### src/rtl/sort_drv_pkg.sv
// rtl/sort_drv_pkg.sv - shared encodings and types for the sort engine command driver
package sort_drv_pkg;

    localparam logic [1:0] OP_POP  = 2'd0;
    localparam logic [1:0] OP_PUSH = 2'd1;
    localparam logic [1:0] OP_SORT = 2'd2;
    localparam logic [1:0] OP_MODE = 2'd3;

    localparam int CAP_DEF = 10;

    typedef enum logic [2:0] {
        ST_IDLE,
        ST_ISSUE,
        ST_WAIT_OUT,
        ST_RECV,
        ST_GAP
    } state_t;

    typedef logic [4:0] val_t;

endpackage

### src/rtl/sort_result_checker.sv
// rtl/sort_result_checker.sv - registers the result burst, flags the last beat and checks descending order
module sort_result_checker
    import sort_drv_pkg::*;
#(
    parameter int CAP = CAP_DEF
) (
    input  logic       clk,
    input  logic       rst,
    input  logic       active_i,
    input  logic       beat_valid_i,
    input  logic [4:0] beat_data_i,
    output logic       last_o,
    output logic       res_valid_o,
    output logic [4:0] res_data_o,
    output logic       res_last_o,
    output logic       order_err_o
);

    localparam int CW = $clog2(CAP + 1);

    logic [CW-1:0] cnt_q;
    val_t          prev_q;
    logic          res_valid_q;
    val_t          res_data_q;
    logic          res_last_q;
    logic          order_err_q;
    logic          accept;

    assign accept = active_i && beat_valid_i;
    assign last_o = accept && (cnt_q == CW'(CAP - 1));

    always_ff @(posedge clk) begin
        if (rst) begin
            cnt_q       <= '0;
            prev_q      <= '0;
            res_valid_q <= 1'b0;
            res_data_q  <= '0;
            res_last_q  <= 1'b0;
            order_err_q <= 1'b0;
        end else begin
            res_valid_q <= accept;
            res_data_q  <= accept ? beat_data_i : '0;
            res_last_q  <= last_o;
            // The beat counter only lives while a burst is expected.
            if (!active_i) begin
                cnt_q <= '0;
            end else if (accept) begin
                cnt_q  <= cnt_q + CW'(1);
                prev_q <= beat_data_i;
                if (cnt_q != '0 && beat_data_i > prev_q) begin
                    order_err_q <= 1'b1;
                end
            end
        end
    end

    assign res_valid_o = res_valid_q;
    assign res_data_o  = res_data_q;
    assign res_last_o  = res_last_q;
    assign order_err_o = order_err_q;

endmodule

### src/rtl/sort_cmd_driver.sv
// rtl/sort_cmd_driver.sv - turns host commands into sort engine strobes and collects the result burst
module sort_cmd_driver
    import sort_drv_pkg::*;
#(
    parameter int CAP     = CAP_DEF,
    parameter int TIMEOUT = 32,
    parameter int GAP     = 3
) (
    input  logic       clk,
    input  logic       rst,
    input  logic       cmd_valid,
    output logic       cmd_ready,
    input  logic [1:0] cmd_op,
    input  logic [4:0] cmd_data,
    input  logic       cmd_mode,
    output logic       cmd_err,
    output logic       s_in_valid1,
    output logic [1:0] s_op,
    output logic [4:0] s_in,
    output logic       s_in_valid2,
    output logic       s_mode,
    input  logic       s_out_valid,
    input  logic [4:0] s_out,
    output logic       res_valid,
    output logic [4:0] res_data,
    output logic       res_last,
    output logic       order_err,
    output logic       timeout_err,
    output logic [3:0] occupancy
);

    localparam int CNT_W = $clog2(TIMEOUT + GAP + 1);

    state_t           state_q;
    logic [1:0]       op_q;
    logic [CNT_W-1:0] cnt_q;
    logic [3:0]       occ_q;
    logic             cmd_ready_q;
    logic             cmd_err_q;
    logic             s_in_valid1_q;
    logic [1:0]       s_op_q;
    val_t             s_in_q;
    logic             s_in_valid2_q;
    logic             s_mode_q;
    logic             timeout_err_q;
    logic             active;
    logic             last_beat;

    assign active = (state_q == ST_WAIT_OUT) || (state_q == ST_RECV);

    sort_result_checker #(.CAP(CAP)) u_checker (
        .clk          (clk),
        .rst          (rst),
        .active_i     (active),
        .beat_valid_i (s_out_valid),
        .beat_data_i  (s_out),
        .last_o       (last_beat),
        .res_valid_o  (res_valid),
        .res_data_o   (res_data),
        .res_last_o   (res_last),
        .order_err_o  (order_err)
    );

    always_ff @(posedge clk) begin
        if (rst) begin
            state_q       <= ST_IDLE;
            op_q          <= OP_POP;
            cnt_q         <= '0;
            occ_q         <= '0;
            cmd_ready_q   <= 1'b1;
            cmd_err_q     <= 1'b0;
            s_in_valid1_q <= 1'b0;
            s_op_q        <= '0;
            s_in_q        <= '0;
            s_in_valid2_q <= 1'b0;
            s_mode_q      <= 1'b0;
            timeout_err_q <= 1'b0;
        end else begin
            cmd_err_q     <= 1'b0;
            timeout_err_q <= 1'b0;
            case (state_q)
                ST_IDLE: begin
                    if (cmd_valid && cmd_ready_q) begin
                        if ((cmd_op == OP_PUSH && occ_q == 4'(CAP)) ||
                            (cmd_op == OP_POP && occ_q == 4'd0)) begin
                            cmd_err_q <= 1'b1;
                        end else begin
                            state_q     <= ST_ISSUE;
                            cmd_ready_q <= 1'b0;
                            op_q        <= cmd_op;
                            if (cmd_op == OP_MODE) begin
                                s_in_valid2_q <= 1'b1;
                                s_mode_q      <= cmd_mode;
                            end else begin
                                s_in_valid1_q <= 1'b1;
                                s_op_q        <= cmd_op;
                                s_in_q        <= (cmd_op == OP_PUSH) ? cmd_data : '0;
                            end
                        end
                    end
                end
                ST_ISSUE: begin
                    s_in_valid1_q <= 1'b0;
                    s_in_valid2_q <= 1'b0;
                    s_op_q        <= '0;
                    s_in_q        <= '0;
                    s_mode_q      <= 1'b0;
                    // Counter starts at 1 so it measures cycles since the sort strobe.
                    if (op_q == OP_SORT) begin
                        state_q <= ST_WAIT_OUT;
                        cnt_q   <= CNT_W'(1);
                    end else begin
                        state_q     <= ST_IDLE;
                        cmd_ready_q <= 1'b1;
                        if (op_q == OP_PUSH) begin
                            occ_q <= occ_q + 4'd1;
                        end else if (op_q == OP_POP) begin
                            occ_q <= occ_q - 4'd1;
                        end
                    end
                end
                ST_WAIT_OUT: begin
                    if (s_out_valid) begin
                        state_q <= ST_RECV;
                    end else if (cnt_q == CNT_W'(TIMEOUT - 1)) begin
                        timeout_err_q <= 1'b1;
                        occ_q         <= '0;
                        cnt_q         <= '0;
                        state_q       <= ST_GAP;
                    end else begin
                        cnt_q <= cnt_q + CNT_W'(1);
                    end
                end
                ST_RECV: begin
                    if (!s_out_valid) begin
                        timeout_err_q <= 1'b1;
                        occ_q         <= '0;
                        cnt_q         <= '0;
                        state_q       <= ST_GAP;
                    end else if (last_beat) begin
                        occ_q   <= '0;
                        cnt_q   <= '0;
                        state_q <= ST_GAP;
                    end
                end
                ST_GAP: begin
                    if (cnt_q == CNT_W'(GAP - 1)) begin
                        state_q     <= ST_IDLE;
                        cmd_ready_q <= 1'b1;
                    end else begin
                        cnt_q <= cnt_q + CNT_W'(1);
                    end
                end
                default: begin
                    state_q     <= ST_IDLE;
                    cmd_ready_q <= 1'b1;
                end
            endcase
        end
    end

    assign cmd_ready   = cmd_ready_q;
    assign cmd_err     = cmd_err_q;
    assign s_in_valid1 = s_in_valid1_q;
    assign s_op        = s_op_q;
    assign s_in        = s_in_q;
    assign s_in_valid2 = s_in_valid2_q;
    assign s_mode      = s_mode_q;
    assign timeout_err = timeout_err_q;
    assign occupancy   = occ_q;

endmodule

### config.mk
export PLATFORM = sky130hd
export DESIGN_NAME = sort_cmd_driver
export DESIGN_NICKNAME = d
export VERILOG_FILES = /design/src/rtl/sort_drv_pkg.sv /design/src/rtl/sort_result_checker.sv /design/src/rtl/sort_cmd_driver.sv
export SDC_FILE = /design/constraint.sdc
export NUM_CORES = 1
export LEC_CHECK = 0
export CAP_MARGIN = 15
export CORE_MARGIN = 3
export CORE_UTILIZATION = 54
export CTS_BUF_LIST = sky130_fd_sc_hd__clkbuf_4
export CTS_CLUSTER_SIZE = 24
export DETAILED_ROUTE_END_ITERATION = 10
export PLACE_DENSITY = 0.84
export RECOVER_POWER = 25
export SKIP_CTS_REPAIR_TIMING = 1
export SYNTH_ARGS = -nofsm -noshare
export SYNTH_HDL_FRONTEND = slang
export SYNTH_HIERARCHICAL = 1
export SYNTH_SLANG_ARGS = --single-unit
export TNS_END_PERCENT = 30
### constraint.sdc
create_clock -name clk -period 2.9 [get_ports clk]
set_clock_uncertainty 0.05 [all_clocks]
set_input_delay 0.435 -clock clk [delete_from_list [all_inputs] [get_ports clk]]
set_output_delay 0.435 -clock clk [all_outputs]
set_load 0.02 [all_outputs]
==> flow_summary.yaml <==
timing:
  period_needed_ns: 2.62
  setup_violations: 0
  tightest_slew_ns: 0.601
  fin_tns_setup_ns: 0
  period_share_pct: 90.3
  maxSlewHeadroom_pct: 59.9
  rsz0062_at_grt: "no"
  hold_viol: 0
  maxSlewViolCount: 0
  fmax_mhz: 382
final_layout:
  stdcell_area_mm2: 0.00282
  synthToLayoutAreaGrowth_pct: 24.6
  fin_util_pct: 73.1
  fillers: 332
  nNetsFinal: 338
  drive_gt1_share_pct: 8.74
  antenna_cells: 0
  final_cells: 357
synth:
  yosys.area.top_type: "dfxtp_1"
  ys_seq_area_share_pct: 39.8
  ys_async_sr_fraction_pct: 0
  syn_inst: 265
  synth_top_family_by_area: "simple AND/OR/NAND/NOR gates"
  synth_adder_area_share_pct: 7.53
  synth_area_leaders: "dfxtp_1 (40%), ha_1 (6.6%), nand2_1 (5.5%)"
  synth-edff-count: 0
  syn_nets: 295
  synth_top_area_share_pct: 39.8
  avgSynthCellArea_um2: 8.53
  ys_ff_latch: 45
  ys_types: 59
  synth_top_flop_cell: "dfxtp_1"
  synth.cell_area_mm2: 0.00226
  synth_xor_area_share_pct: 1.94
  ys_warn_count: 6
  muxShareOfSynthArea_pct: 0.885
  synth_compound_area_share_pct: 17.6
  synth-simple-area-share_pct: 26.9
global_route:
  grt_usage_pct: 20.7
  grt_antenna_before_repair: 0
  grt_pass1_vias: 1977
  grt_pass1_wl_um: 8510
  grt_max_degree: 22
  grt_overflow: 0
route:
  drc: 0
  vias: 2022
  wl_per_cell_um: 14.0
  drt_iter0_drc: 76
  routed_via_density: 5.66
  wirelength_um: 5000
  antenna_left: 0
  drt_first_pass_iters: 4
power_and_ir_drop:
  p_int_uw: 1130
  switchingPower_uw: 484
  p_clk_share_pct: 29.3
  p_leak_uw: 0.00106
  p_seq_share_pct: 44.8
  combPwrFrac_pct: 25.9
  swShare_pct: 30.1
  p_per_area_mw_per_mm2: 572
  irDropWorstVdd_v: 0.000334
placed_design:
  placed_area_mm2: 0.00272
  gp_congestion: 0.876
  dp_cells: 349
  hpwl_um: 3610
  io_buffers: 41
worst_hold_path:
  hp-class: "register to register"
setup_path:
  cp-startpoint: "state_q[1]$_SDFFE_PP0P_"
  r2r_start: "state_q[1]$_SDFFE_PP0P_"
  crit_end: "cnt_q[4]$_SDFFE_PP0P_"
  reg2reg_slack_ns: 0.28
  cp.arrival_ns: 2.88
  timing_worst_setup_path_type: "register to register"
  timing.rr.end: "cnt_q[4]$_SDFFE_PP0P_"
  crit_path_end_kind: "register"
  startpoint_type: "register"
  crit_fanout: 14
  ff2ff_path_depth: 9
  worstPathRequired_ns: 3.16
floorplanning:
  die-area_mm2: 0.00500
  initial_core_util_pct: 58.7
  die_w_um: 70.7
  die_y_um: 70.7
  ios: 42
  design.core.area_mm2: 0.00385
  num_rows: 22
clocking:
  clk_latency_ns: 0.37
  htreeDepth: 2
  path_clk_slew_ns: 0.14
  clockBufferDepth: 2
  numCtsBuffers: 5
  tritoncts: "built"
  clock-root-buffer: "clkbuf_4"
  cts.sinks: 45
flow_run:
  maxCapViolCount: 0
outcome:
  outcome: "completed"
==> per-stage QoR <==
| stage | hold slack, ns | total power (µW) | setup slack (ns) |
|---|---|---|---|
| after floorplan | 0.386 | 996 | 0.709 |
| after global placement | 0.392 | 1140 | 0.477 |
| after detailed placement | 0.398 | 1150 | 0.384 |
| after CTS | 0.417 | 1620 | 0.325 |
| after global routing | 0.455 | 1690 | 0.133 |
| final | 0.416 | 1610 | 0.281 |
==> cell usage after synthesis, types with 3 or more instances <==
| master | number |
|---|---|
| dfxtp_1 | 45 |
| nand2_1 | 33 |
| a21oi_1 | 23 |
| inv_1 | 17 |
| nor2_1 | 16 |
| ha_1 | 12 |
| nand3_1 | 12 |
| nor3_1 | 11 |
| o21ai_0 | 7 |
| nand2b_1 | 6 |
| clkbuf_1 | 5 |
| and2_1 | 4 |
| o32ai_1 | 4 |
| a211oi_1 | 3 |
| and3_1 | 3 |
| buf_2 | 3 |
| nand3b_1 | 3 |
| nor2b_1 | 3 |
| or3_1 | 3 |
| xor2_1 | 3 |
==> sequential cells by signal, indices dropped and copies added, names as in the netlist, 3 cells and up <==
register,cells
cnt_q,6
s_in,5
u_checker/prev_q,5
u_checker/res_data_o,5
occupancy,4
u_checker/cnt_q,4
state_q,3
==> critical path: stages (launching register included) <==
cell	delay (ns)
dfxtp_1	0.63
or2b_1	0.35
inv_2	0.15
nand2_1	0.08
nor2_1	0.17
nand2b_1	0.14
a211o_1	0.20
nand4b_4	0.14
or4_1	0.51
o22ai_1	0.15
==> worst min path at each step <==
stage	startpoint	end	slack (ns)	depth (start not counted)
2_1_floorplan	u_checker/prev_q[1]$_SDFFE_PP0P_	u_checker/prev_q[1]$_SDFFE_PP0P_	0.39	2
3_3_place_gp	u_checker/prev_q[4]$_SDFFE_PP0P_	u_checker/prev_q[4]$_SDFFE_PP0P_	0.39	2
3_5_place_dp	u_checker/prev_q[1]$_SDFFE_PP0P_	u_checker/prev_q[1]$_SDFFE_PP0P_	0.40	2
4_1_cts	u_checker/prev_q[1]$_SDFFE_PP0P_	u_checker/prev_q[1]$_SDFFE_PP0P_	0.42	2
5_1_grt	u_checker/prev_q[2]$_SDFFE_PP0P_	u_checker/prev_q[2]$_SDFFE_PP0P_	0.45	2
6_report	u_checker/prev_q[1]$_SDFFE_PP0P_	u_checker/prev_q[1]$_SDFFE_PP0P_	0.42	2
==> cell type report <==
cell class | instances | area [µm²] | area share [%]
clock buffer | 5 | 37.5 | 1.33
inverter | 19 | 71.3 | 2.53
multi-input combinational | 191 | 1240 | 43.9
timing repair buffer | 46 | 444 | 15.8
sequential | 45 | 901 | 32.0
tap | 48 | 60.1 | 2.13
clock inverter | 3 | 65.1 | 2.31
==> power groups by stage <==
stage / clock [µW] / sequential [µW] / combinational (µW)
floorplan: 0 / 749 / 248
global placement: 0 / 731 / 408
detailed placement: 0 / 731 / 415
CTS: 481 / 719 / 421
global route: 507 / 728 / 458
finish: 472 / 722 / 417
==> placed cells by master (no fill, tap or decap), drive strengths merged, types with 5 or more instances in the layout <==
master	n
nand2b	6
o21ai	9
ha	12
dlygate4sd3	6
nand3	12
dfxtp	45
nor2	17
nand2	34
clkbuf	6
inv	18
nor3	11
clkdlybuf4s50	35
a21oi	23
and2	5
==> cells by family after synthesis <==
group / count (synthesis)
fa+ha+maj: 13
mux: 2
xor+xnor: 5
simple gates: 113
buf+inv: 29
flops: 45
compound gates: 58
==> per-layer routing <==
| metal | up-vias | share of wire (%) | track usage [%] | wire (µm) |
|---|---|---|---|---|
| met5 | - | 0 | 0 | 0 |
| met2 | 78 | 45 | 33.9 | 2270 |
| li1 | 1014 | - | - | - |
| met3 | 15 | 7.0 | 6.53 | 352 |
| met4 | 0 | 2.9 | 9.60 | 146 |
| met1 | 915 | 45 | 24.8 | 2240 |
(Power assumes the default switching activity.)
